--- config.mk ---
export PLATFORM = sky130hd
export DESIGN_NAME = instr_queue_reg
export DESIGN_NICKNAME = d
export VERILOG_FILES = /design/src/rtl/instr_queue_reg.sv
export SDC_FILE = /design/constraint.sdc
export NUM_CORES = 1
export LEC_CHECK = 0
export CAP_MARGIN = 5
export CORE_MARGIN = 10
export CORE_UTILIZATION = 30
export CTS_CLUSTER_SIZE = 8
export DETAILED_ROUTE_END_ITERATION = 16
export GPL_TIMING_DRIVEN = 0
export PLACE_DENSITY = 0.5
export SLEW_MARGIN = 5
export SYNTH_ARGS = -nofsm -noshare
export SYNTH_HDL_FRONTEND = slang
export SYNTH_SLANG_ARGS = --single-unit
export TNS_END_PERCENT = 1
--- constraint.sdc ---
create_clock -name clk -period 3 [get_ports clk]
set_input_delay 0.3 -clock clk [delete_from_list [all_inputs] [get_ports clk]]
set_output_delay 0.3 -clock clk [all_outputs]
set_load 0.03 [all_outputs]
--- src/rtl/instr_queue_reg.sv ---
// ---------------------------------------------------------------------------
// instr_queue_reg
//
// Instruction register with an integrated prefetch queue for the 8-bit CPU
// datapath. Fetched words arrive over a valid/ready handshake and are held
// in a circular buffer of DEPTH entries. The oldest word is moved into the
// output instruction register (ir), whose contents are also split into the
// decoded fields used by the control unit and the register file.
//
// Optional feature (macro INSTR_REG_BYPASS_EN):
//   When defined, a word pushed while the queue is empty and ir is free goes
//   straight into ir at the same edge, which gives 1-cycle latency. When the
//   macro is undefined, every word passes through the queue (2-cycle latency).
//
// Parameters:
//   INSTR_W  instruction width in bits (>= 8)
//   DEPTH    queue entries, not counting ir (power of two, >= 2)
//
// Ports:
//   clk        system clock, rising-edge active
//   rst_n      asynchronous active-low reset
//   in_valid   fetch offers in_instr this cycle
//   in_instr   fetched instruction word
//   in_ready   queue can accept (low while flushing or full)
//   flush      synchronous discard of queued and held instructions
//   dec_ready  control unit consumes ir this cycle
//   dec_valid  ir holds a valid instruction
//   dec_instr  raw ir contents
//   opcode, jump_op, rs, rt, i_imm, j_imm, funct  decoded slices of ir
//   count      occupied queue entries (ir not included)
// ---------------------------------------------------------------------------
module instr_queue_reg #(
    parameter int INSTR_W = 8,
    parameter int DEPTH   = 4
) (
    input  logic                     clk,
    input  logic                     rst_n,
    input  logic                     in_valid,
    input  logic [INSTR_W-1:0]       in_instr,
    output logic                     in_ready,
    input  logic                     flush,
    input  logic                     dec_ready,
    output logic                     dec_valid,
    output logic [INSTR_W-1:0]       dec_instr,
    output logic [2:0]               opcode,
    output logic [1:0]               jump_op,
    output logic [1:0]               rs,
    output logic [1:0]               rt,
    output logic [1:0]               i_imm,
    output logic [INSTR_W-4:0]       j_imm,
    output logic                     funct,
    output logic [$clog2(DEPTH):0]   count
);

    localparam int PTR_W = $clog2(DEPTH);
    localparam int CNT_W = PTR_W + 1;

    logic [INSTR_W-1:0] mem [DEPTH];
    logic [PTR_W-1:0]   wr_ptr;
    logic [PTR_W-1:0]   rd_ptr;
    logic [INSTR_W-1:0] ir;

    logic q_empty;
    logic ir_free;
    logic push;
    logic load;
    logic bypass;
    logic q_write;

    assign q_empty  = (count == '0);
    assign ir_free  = !dec_valid || dec_ready;
    assign in_ready = !flush && (count != CNT_W'(DEPTH));
    assign push     = in_valid && in_ready;

    // Loads only look at words already stored, so a word pushed this cycle
    // can reach ir no earlier than the following edge (unless bypassed).
    assign load = ir_free && !q_empty && !flush;

`ifdef INSTR_REG_BYPASS_EN
    // push already implies !flush, so flush still overrides the bypass.
    assign bypass = push && q_empty && ir_free;
`else
    assign bypass = 1'b0;
`endif

    assign q_write = push && !bypass;

    // Storage array has no reset: its contents only matter once count
    // says an entry is occupied.
    always_ff @(posedge clk) begin
        if (q_write) begin
            mem[wr_ptr] <= in_instr;
        end
    end

    // Pointers wrap naturally because DEPTH is a power of two.
    always_ff @(posedge clk or negedge rst_n) begin
        if (!rst_n) begin
            wr_ptr    <= '0;
            rd_ptr    <= '0;
            count     <= '0;
            dec_valid <= 1'b0;
            ir        <= '0;
        end else if (flush) begin
            wr_ptr    <= '0;
            rd_ptr    <= '0;
            count     <= '0;
            dec_valid <= 1'b0;
        end else begin
            if (q_write) begin
                wr_ptr <= wr_ptr + PTR_W'(1);
            end

            if (load) begin
                ir        <= mem[rd_ptr];
                rd_ptr    <= rd_ptr + PTR_W'(1);
                dec_valid <= 1'b1;
            end else if (bypass) begin
                ir        <= in_instr;
                dec_valid <= 1'b1;
            end else if (dec_valid && dec_ready) begin
                dec_valid <= 1'b0;
            end

            case ({q_write, load})
                2'b10:   count <= count + CNT_W'(1);
                2'b01:   count <= count - CNT_W'(1);
                default: count <= count;
            endcase
        end
    end

    assign dec_instr = ir;
    assign opcode    = ir[INSTR_W-1:INSTR_W-3];
    assign jump_op   = ir[INSTR_W-1:INSTR_W-2];
    assign rs        = ir[INSTR_W-4:INSTR_W-5];
    assign rt        = ir[INSTR_W-6:INSTR_W-7];
    assign i_imm     = ir[1:0];
    assign j_imm     = ir[INSTR_W-4:0];
    assign funct     = ir[0];

endmodule

* Yosys cells after proc, flatten, opt, wreduce, memory -nomap -nowiden
Memories as Yosys holds them, arrays and structs flattened. A register that Yosys moved wholly into a read port is not among the register bits. Index checks and enable logic that the tools add are counted.
Word-level totals: flip-flop bits (word level) 8, bits in writable memories 32, input bits 13, output and inout port bits 30, word-level logic and storage cells 40, memories kept 1
Operators by class: add/sub/neg operators 4, eq/ne operators 3, multiplexer cells 11, bitwise operators 1, reductions and logical operators 16
Memory list:
- mem | words 4, width 8, rd ports 1, clocked after Yosys merged registers in 1, wr ports 1, line 58 | logic [INSTR_W-1:0] mem [DEPTH];
Operators with widths (number):
- $mux 2 | 4
- $pmux 3 s2 | 1
- $reduce_bool 3->1 | 2
- $logic_and 1x1->1 | 5
- $mux 1 | 5
- $add 2x1->2 const B | 2
- $logic_not 1->1 | 4
- $reduce_bool 2->1 | 2
- $add 3x1->3 const B | 1
- $logic_not 3->1 | 1
- $mux 3 | 1
- $ne 3x3->1 const B | 1
- $sub 3x1->3 const B | 1
- $eq 2x1->1 const B | 1
- $eq 2x2->1 const B | 1
- $reduce_and 2->1 | 1
- $logic_or 1x1->1 | 1
- $not 1->1 | 1

* Longest topological paths before layout
Gate-level depths: netlist of run 1.
depth after elaboration 7, depth in mapped cells 8

* Worst setup path after synthesis of run 1
Ideal clock, no wire load.
path type reg2reg, start point register count[2], end point register count[2], library setup time 0.128 ns, arrival time 2.348 ns, setup slack 0.524 ns, cell stages (with the launch flop) 9, cell sequence dfrtp_1 nor3b_2 nor2_2 buf_4 nor4_1 fa_1 or3b_1 o22ai_2 mux2_1
Between the ends: word-level cells in the longest chain between the ends 7, elaborated cells between the ends (all ways) 14, those cells by class add/sub: 2; eq/ne: 3; mux: 2; reduce/logical: 7
RTL lines:
- from (decl) | line 52 | output logic [$clog2(DEPTH):0] count
- from (signal assigned) | line 126 | 2'b10: count <= count + CNT_W'(1);
- from (signal assigned) | line 127 | 2'b01: count <= count - CNT_W'(1);
- from (signal assigned) | line 128 | default: count <= count;
- $logic_not 3->1 | line 70 | assign q_empty = (count == '0);
- $logic_not 1->1 | line 77 | assign load = ir_free && !q_empty && !flush;
- $logic_and 1x1->1 (2 in a row) | line 77
- $eq 2x1->1 or $eq 2x2->1 (tied branches) | line 125 | case ({q_write, load})
- $pmux 3 s2 | line 125
- $mux 3 | line 104 | end else if (flush) begin
Several ways; a longest one is shown, not always the timed one. A chain may end at the register's enable or synchronous reset.

* Worst setup path in the final report of run 1
start point input port flush, end point register count[2]
Between the ends: word-level cells in the longest chain between the ends 6, elaborated cells between the ends (all ways) 9, those cells by class eq/ne: 2; mux: 2; reduce/logical: 5
RTL lines:
- from (decl) | line 41 | input logic flush,
- $logic_not 1->1 | line 72, 77
- $logic_and 1x1->1 | line 72 | assign in_ready = !flush && (count != CNT_W'(DEPTH));
- $logic_and 1x1->1 | line 73 | assign push = in_valid && in_ready;
- $eq 2x1->1 or $eq 2x2->1 (tied branches) | line 125
- $pmux 3 s2 | line 125
- $mux 3 | line 104
Several ways; a longest one is shown, not always the timed one.

==> results of run 1 <==
==> cell type report <==
type / instances / area [sq um] / area share
Buffer: 21 / 149 / 0.0537
Clock buffer: 6 / 72.6 / 0.0262
Clock inverter: 2 / 12.5 / 0.00451
Inverter: 2 / 7.51 / 0.00271
Multi-Input combinational cell: 58 / 629 / 0.227
Sequential cell: 48 / 1360 / 0.491
Tap cell: 96 / 120 / 0.0433
Timing Repair Buffer: 42 / 420 / 0.152
==> cells by family (layout without fill, tap and decap cells) <==
kind of cell / Yosys count / in the layout / synth area share
AO/OA/AOI/OAI: 2 / 2 / 0.00932
XOR/XNOR: 3 / 3 / 0.0157
adder cells (fa/ha/maj): 5 / 5 / 0.0326
buffers and inverters: 23 / 73 / 0.0728
flip-flops: 48 / 48 / 0.634
multiplexers: 20 / 20 / 0.146
AND/OR/NAND/NOR: 28 / 28 / 0.0892
==> power by group <==
part | internal [mW] | switching, mW | total [mW]
clock | 0.163 | 0.201 | 0.365
combinational | 0.714 | 0.732 | 1.45
sequential | 0.826 | 0.0989 | 0.925
total | 1.70 | 1.03 | 2.73
==> sequential cells by signal, summed over array words and instances, names as in the netlist <==
register   count
dec_instr      8
count          3
wr_ptr         2
mem           32
rd_ptr         2
dec_valid      1
==> metal layers <==
metal | track usage | up-vias
met3 | 0.0240 | 6
met4 | 0.0422 | 0
met2 | 0.140 | 27
li1 | - | 546
met5 | 0 | -
met1 | 0.0921 | 613
==> per-stage QoR <==
step | hold WS, ns | area, sq um
after floorplan | 0.00441 | 2150
after global placement | 0.544 | 2690
after detailed placement | 0.560 | 2690
after CTS | 0.506 | 2770
after global routing | 0.540 | 2770
final | 0.484 | 2770
==> synth_stat cells, types with 2 or more instances <==
library cell	number
and2_1	4
buf_2	2
buf_4	18
dfrtp_1	16
edfxtp_1	32
ha_1	4
inv_1	2
mux2_1	2
mux2_2	9
mux4_2	8
nand2b_1	3
nor2_1	7
nor2b_1	3
nor3_4	2
xnor2_1	2
==> worst paths after layout <==
path / from / end / slack [ns] / cells after the start
setup / recovery: flush / count[2]$_DFFE_PN0P_ / 0.45 / 9
hold / removal: rst_n / dec_instr[0]$_DFFE_PN0P_ / 0.48 / 1
setup reg to reg: count[0]$_DFFE_PN0P_ / count[2]$_DFFE_PN0P_ / 0.48 / 8
hold reg to reg: dec_instr[2]$_DFFE_PN0P_ / dec_instr[2]$_DFFE_PN0P_ / 0.56 / 1
max in group asynchronous: rst_n / rd_ptr[1]$_DFFE_PN0P_ / 1.98 / 1
min in group clk: dec_instr[2]$_DFFE_PN0P_ / dec_instr[2]$_DFFE_PN0P_ / 0.56 / 1
==> qor.yml, run 1 <==
status: "finished, final reports clean"
synth_top_area_frac: 0.448
numClockSinks: 48
rsz0062_at_grt: "false"
io_buffer_count: 42
cts_buffer_depth: 2
grt_use_total: 0.0823
start_util: 0.313
cts_buffers: 5
clkLatencyLatePin_ns: 0.29
syn-cell-area_sq_um: 2150
crit_type: "input pin to register"
dieArea_sq_um: 10900
hold_viol: 0
synth-async-reset-ratio: 0.333
drtIter0Drc: 57
fin_tns_setup_ns: 0
arrival_ns: 2.72
hold_path_class: "input pin to asynchronous set/reset pin"
area_growth_pct: 29.1
clock_tree.root_cell: "clkbuf_8"
total_power_mw: 2.73
vias: 1192
path_cells: "clkdlybuf4s50_1 > nand2b_1 > nor2_2 > buf_4 > nor4_1 > fa_1 > or3_1 > o22ai_2 > mux2_1"
top_layer_used: "met4"
syn_area_per_cell_sq_um: 16.6
grt_pass1_wl_um: 7070
finalCritPeriodShare: 0.848
grt-ovfl-total: 0
cts_tree: "yes"
drt.antenna.violating_nets: 0
fillCellCount: 642
vdd.ir_drop.worst_uv: 269
pin_count: 43
ys_types: 30
yosys_warnings: 0
core_area_sq_um: 6870
route.met3.wl_um: 217
setup_ws_ns: 0.455
htreeDepth: 2
crit_fanout: 10
die_w_um: 105
diodes: 0
slew_violations: 0
final_common_cell: "clkdlybuf4s50_1"
final_util: 0.404
crit_path_max_incr_delay_ns: 0.53
ys_seq_area_frac: 0.634
drcViolationCount: 0
ys.flop_type: "edfxtp_1"
crit_path_start_kind: "input pin"
routedWlPerCell_um: 15.2
synth_nets: 147
synth_edf_count: 32
slew-limit-headroom: 0.429
yosys_register_bits: 48
stdcell_count: 275
num-nets-final: 196
dp_slack_ns: 0.156
gp_congestion: 0.722
drive_gt1_frac: 0.279
synth_area_leader_cell: "edfxtp_1"
slowest_stage: "clkdlybuf4s50_1"
end_kind: "register"
dp.cells: 267
hpwl_um: 3070
met1_length_um: 1660
tightest_slew_ns: 0.853
clkTransAtPathRegs_ns: 0.09
first_global_vias: 1302
critPathBufInv: 2
syn-instance-count: 129
mostFrequentLayoutCells: "clkdlybuf4s50_1 (42), edfxtp_1 (32), buf_4 (18), dfrtp_1 (16), mux2_2 (9)"
cp.required_ns: 3.18
synth_area_leaders: "edfxtp_1 (45%), dfrtp_1 (19%), mux4_2 (8.4%)"
drt_wl_total_um: 4180
die-height_um: 105
fmax_mhz: 393
layout_min_cycle_time_ns: 2.55
grt_start_max_net_pins: 17
first_pass_iters: 4
cts_setup_buffers: 0
rows: 30
power.leakage_nw: 1.02
ctsHoldBuffers: 0
antenna_found_initial: 0
cts_resized: 0
post_drt_via_cell_ratio: 4.33
crit_family: "simple AND/OR/NAND/NOR gates"
finClkSkew_ns: 0.00810
power.density_nw_per_um2: 986
met2_length_um: 2210
cap_violations: 0
finalSetupViolCount: 0
(Power assumes the default switching activity.)
==> inputs of run 2 (changes only) <==
Settings changed: PLACE_DENSITY 0.5 to 0.52.
Clock period 3 ns to 2.1 ns, I/O delays scaled along.
==> run 2 against run 1 <==
Compared with the run above: the run now ends with setup timing left; global-route usage rose by 0.56 points; die area did not move; sequential cell count did not move; first-iteration DRC count fell by 63%; largest power group unchanged; critical path depth fell by 2; clock power rose by 90%; critical endpoint unchanged; count of clock-buffer cells in the layout did not move; wire length rose by 11%; via count rose by 1.2%; sequential share of layout area fell by 2.4 points; sequential power rose by 41%.
==> qor.yml, run 2 (same netlist as run 1, synthesis figures left out) <==
final_util: 0.426  # was 0.404
grt_use_total: 0.0879  # was 0.0823
post_drt_via_cell_ratio: 4.25  # was 4.33
start_util: 0.313  # unchanged
cts_tree: "yes"  # unchanged
arrival_ns: 2.41  # was 2.72 ns
failed_checks: "setup timing"
cap_violations: 0  # unchanged
slowest_stage: "dfrtp_2"  # was clkdlybuf4s50_1
top_layer_used: "met4"  # unchanged
tightest_slew_ns: 0.875  # was 0.853 ns
clock_tree.root_cell: "clkbuf_8"  # unchanged
cp.required_ns: 2.29  # was 3.18 ns
antenna_found_initial: 0  # unchanged
area_growth_pct: 36.1  # was 29.1%
crit_family: "simple AND/OR/NAND/NOR gates"  # unchanged
hold_path_class: "input pin to asynchronous set/reset pin"  # unchanged
largest_reg_flops: 32  # unchanged
swShare: 0.367  # was 0.377
seqPwrFrac: 0.305  # was 0.338
hpwl_um: 3110  # was 3070 um
finClkSkew_ns: 0.00558  # was 0.00810 ns
p_int_mw: 2.70  # was 1.70 mW
rsz0062_at_grt: "true"  # was false
fmax_mhz: 450
p_clk_frac: 0.163  # was 0.133
finalCritPeriodShare: 1.06
cts_buffer_depth: 2  # unchanged
finalSetupViolCount: 1  # was 0
dieArea_sq_um: 10900  # unchanged
path_cells: "buf_4 > nor3_4 > nor4_4 > fa_2 > or3_1 > o22ai_4 > mux2_4"  # was clkdlybuf4s50_1 > nand2b_1 > nor2_2 > buf_4 > nor4_1 > fa_1 > or3_1 > o22ai_2 > mux2_1
gp_congestion: 0.702  # was 0.722
grt_pass1_wl_um: 7360  # was 7070 um
cts_buffers: 5  # unchanged
diodes: 0  # unchanged
vias: 1206  # was 1192
critPathBufInv: 1  # was 2
htreeDepth: 2  # unchanged
numClockSinks: 48  # unchanged
power.leakage_nw: 1.08  # was 1.02 nW
mostFrequentLayoutCells: "clkdlybuf4s50_1 (41), edfxtp_1 (32), buf_4 (27), dfrtp_1 (13), mux2_2 (9)"  # was clkdlybuf4s50_1 (42), edfxtp_1 (32), buf_4 (18), dfrtp_1 (16), mux2_2 (9)
fin_tns_setup_ns: -0.124  # was 0 ns
met1_length_um: 1800  # was 1660 um
fillCellCount: 629  # was 642
layout_min_cycle_time_ns: 2.22
end_kind: "register"  # unchanged
io_buffer_count: 42  # unchanged
crit_path_max_incr_delay_ns: 0.44  # was 0.53 ns
clkTransAtPathRegs_ns: 0.09  # about the same
grt_start_max_net_pins: 17  # unchanged
drcViolationCount: 0  # unchanged
crit_type: "register to register"  # was input pin to register
drive_gt1_frac: 0.367  # was 0.279
met2_length_um: 2610  # was 2210 um
num-nets-final: 205  # was 196
die_w_um: 105  # unchanged
power.density_nw_per_um2: 1460  # was 986 nW/um^2
crit_fanout: 3  # was 10
drtIter0Drc: 21  # was 57
slew_violations: 0  # unchanged
ctsHoldBuffers: 0  # unchanged
route.met3.wl_um: 155  # was 217 um
rows: 30  # unchanged
crit_path_start_kind: "register"  # was input pin
first_pass_iters: 4  # unchanged
power_switching_mw: 1.57  # was 1.03 mW
die-height_um: 105  # unchanged
total_power_mw: 4.27  # was 2.73 mW
clkLatencyLatePin_ns: 0.30  # was 0.29 ns
top_register: "mem"  # unchanged
pin_count: 43  # unchanged
routedWlPerCell_um: 16.3  # was 15.2 um
slew-limit-headroom: 0.415  # was 0.429
vdd.ir_drop.worst_uv: 364  # was 269 uV
core_area_sq_um: 6870  # unchanged
drt.antenna.violating_nets: 0  # unchanged
first_global_vias: 1362  # was 1302
hold_viol: 0  # unchanged
status: "finished with violations"  # was finished, final reports clean
combPwrFrac: 0.532  # was 0.529
grt-ovfl-total: 0  # unchanged
setup_ws_ns: -0.124  # was 0.455 ns
final_common_cell: "clkdlybuf4s50_1"  # unchanged
drt_wl_total_um: 4640  # was 4180 um
[run 2: cell count changes in the layout (fill, tap and decap cells not counted), sizes merged]
cell,before,now
buf,21,30
bufinv,0,1
clkdlybuf4s50,42,41
clkinv,2,1
dlygate4sd2,0,1
[run 2: worst paths after layout]
| check | cells after the start | start | end | slack [ns] |
|---|---|---|---|---|
| max | 7 | count[1]$_DFFE_PN0P_ | count[2]$_DFFE_PN0P_ | -0.12 |
| min in group clk | 3 | flush | count[1]$_DFFE_PN0P_ | 0.50 |
| max reg2reg | 7 | count[1]$_DFFE_PN0P_ | count[2]$_DFFE_PN0P_ | -0.12 |
| min | 1 | rst_n | dec_instr[1]$_DFFE_PN0P_ | 0.40 |
| min reg2reg | 1 | dec_instr[7]$_DFFE_PN0P_ | dec_instr[7]$_DFFE_PN0P_ | 0.56 |
| max in group asynchronous | 1 | rst_n | count[0]$_DFFE_PN0P_ | 1.10 |
[run 2: metal layers]
layer  vias to the layer above  GRT usage
met5                         -          0
met4                         0     0.0441
met1                       609     0.0849
li1                        568          -
met2                        24      0.166
met3                         5     0.0258
[run 2: cell type report]
cell class                      instances  area [sq um]  area share
Buffer                                 20           141      0.0484
Clock buffer                            6          82.6      0.0283
Clock inverter                          2          38.8      0.0133
Inverter                                2          7.51     0.00257
Multi-Input combinational cell         58           673       0.230
Sequential cell                        48          1370       0.467
Tap cell                               96           120      0.0411
Timing Repair Buffer                   52           494       0.169
[run 2: repair_timing]
item / 4_1_cts / 5_1_grt
endpoints found under the setup margin: 1 / 1
gates resized for setup: 7 / 1
hold endpoints to repair: 0 / 0
pin swaps: 6 / 6
buffers inserted: 9 / 1
[run 2: worst reg2reg max path: cells and delay by family, from the launching register on]
kind	cells	cell delay (ns)
simple gates	3	0.69
compound gates	1	0.17
buf+inv	1	0.16
flops	1	0.44
fa+ha+maj	1	0.34
mux	1	0.31
[run 2: per-stage QoR]
| step | std cells | worst slack (ns) | cell area, sq um | hold WS (ns) |
|---|---|---|---|---|
| after global routing | 284 | -0.181 | 2920 | 0.467 |
| after global placement | 267 | -0.569 | 2710 | 0.539 |
| after floorplan | 129 | -0.160 | 2170 | -0.0856 |
| after CTS | 283 | -0.227 | 2910 | 0.432 |
| final | 284 | -0.124 | 2920 | 0.400 |
| after detailed placement | 267 | -0.641 | 2710 | 0.553 |
[run 2: power groups by stage]
stage	logic (mW)	registers (mW)	clock network [mW]
CTS	2.29	1.30	0.724
finish	2.27	1.30	0.694
global placement	2.10	1.34	0
floorplan	1.18	1.54	0
detailed placement	2.14	1.35	0
global route	2.40	1.33	0.757
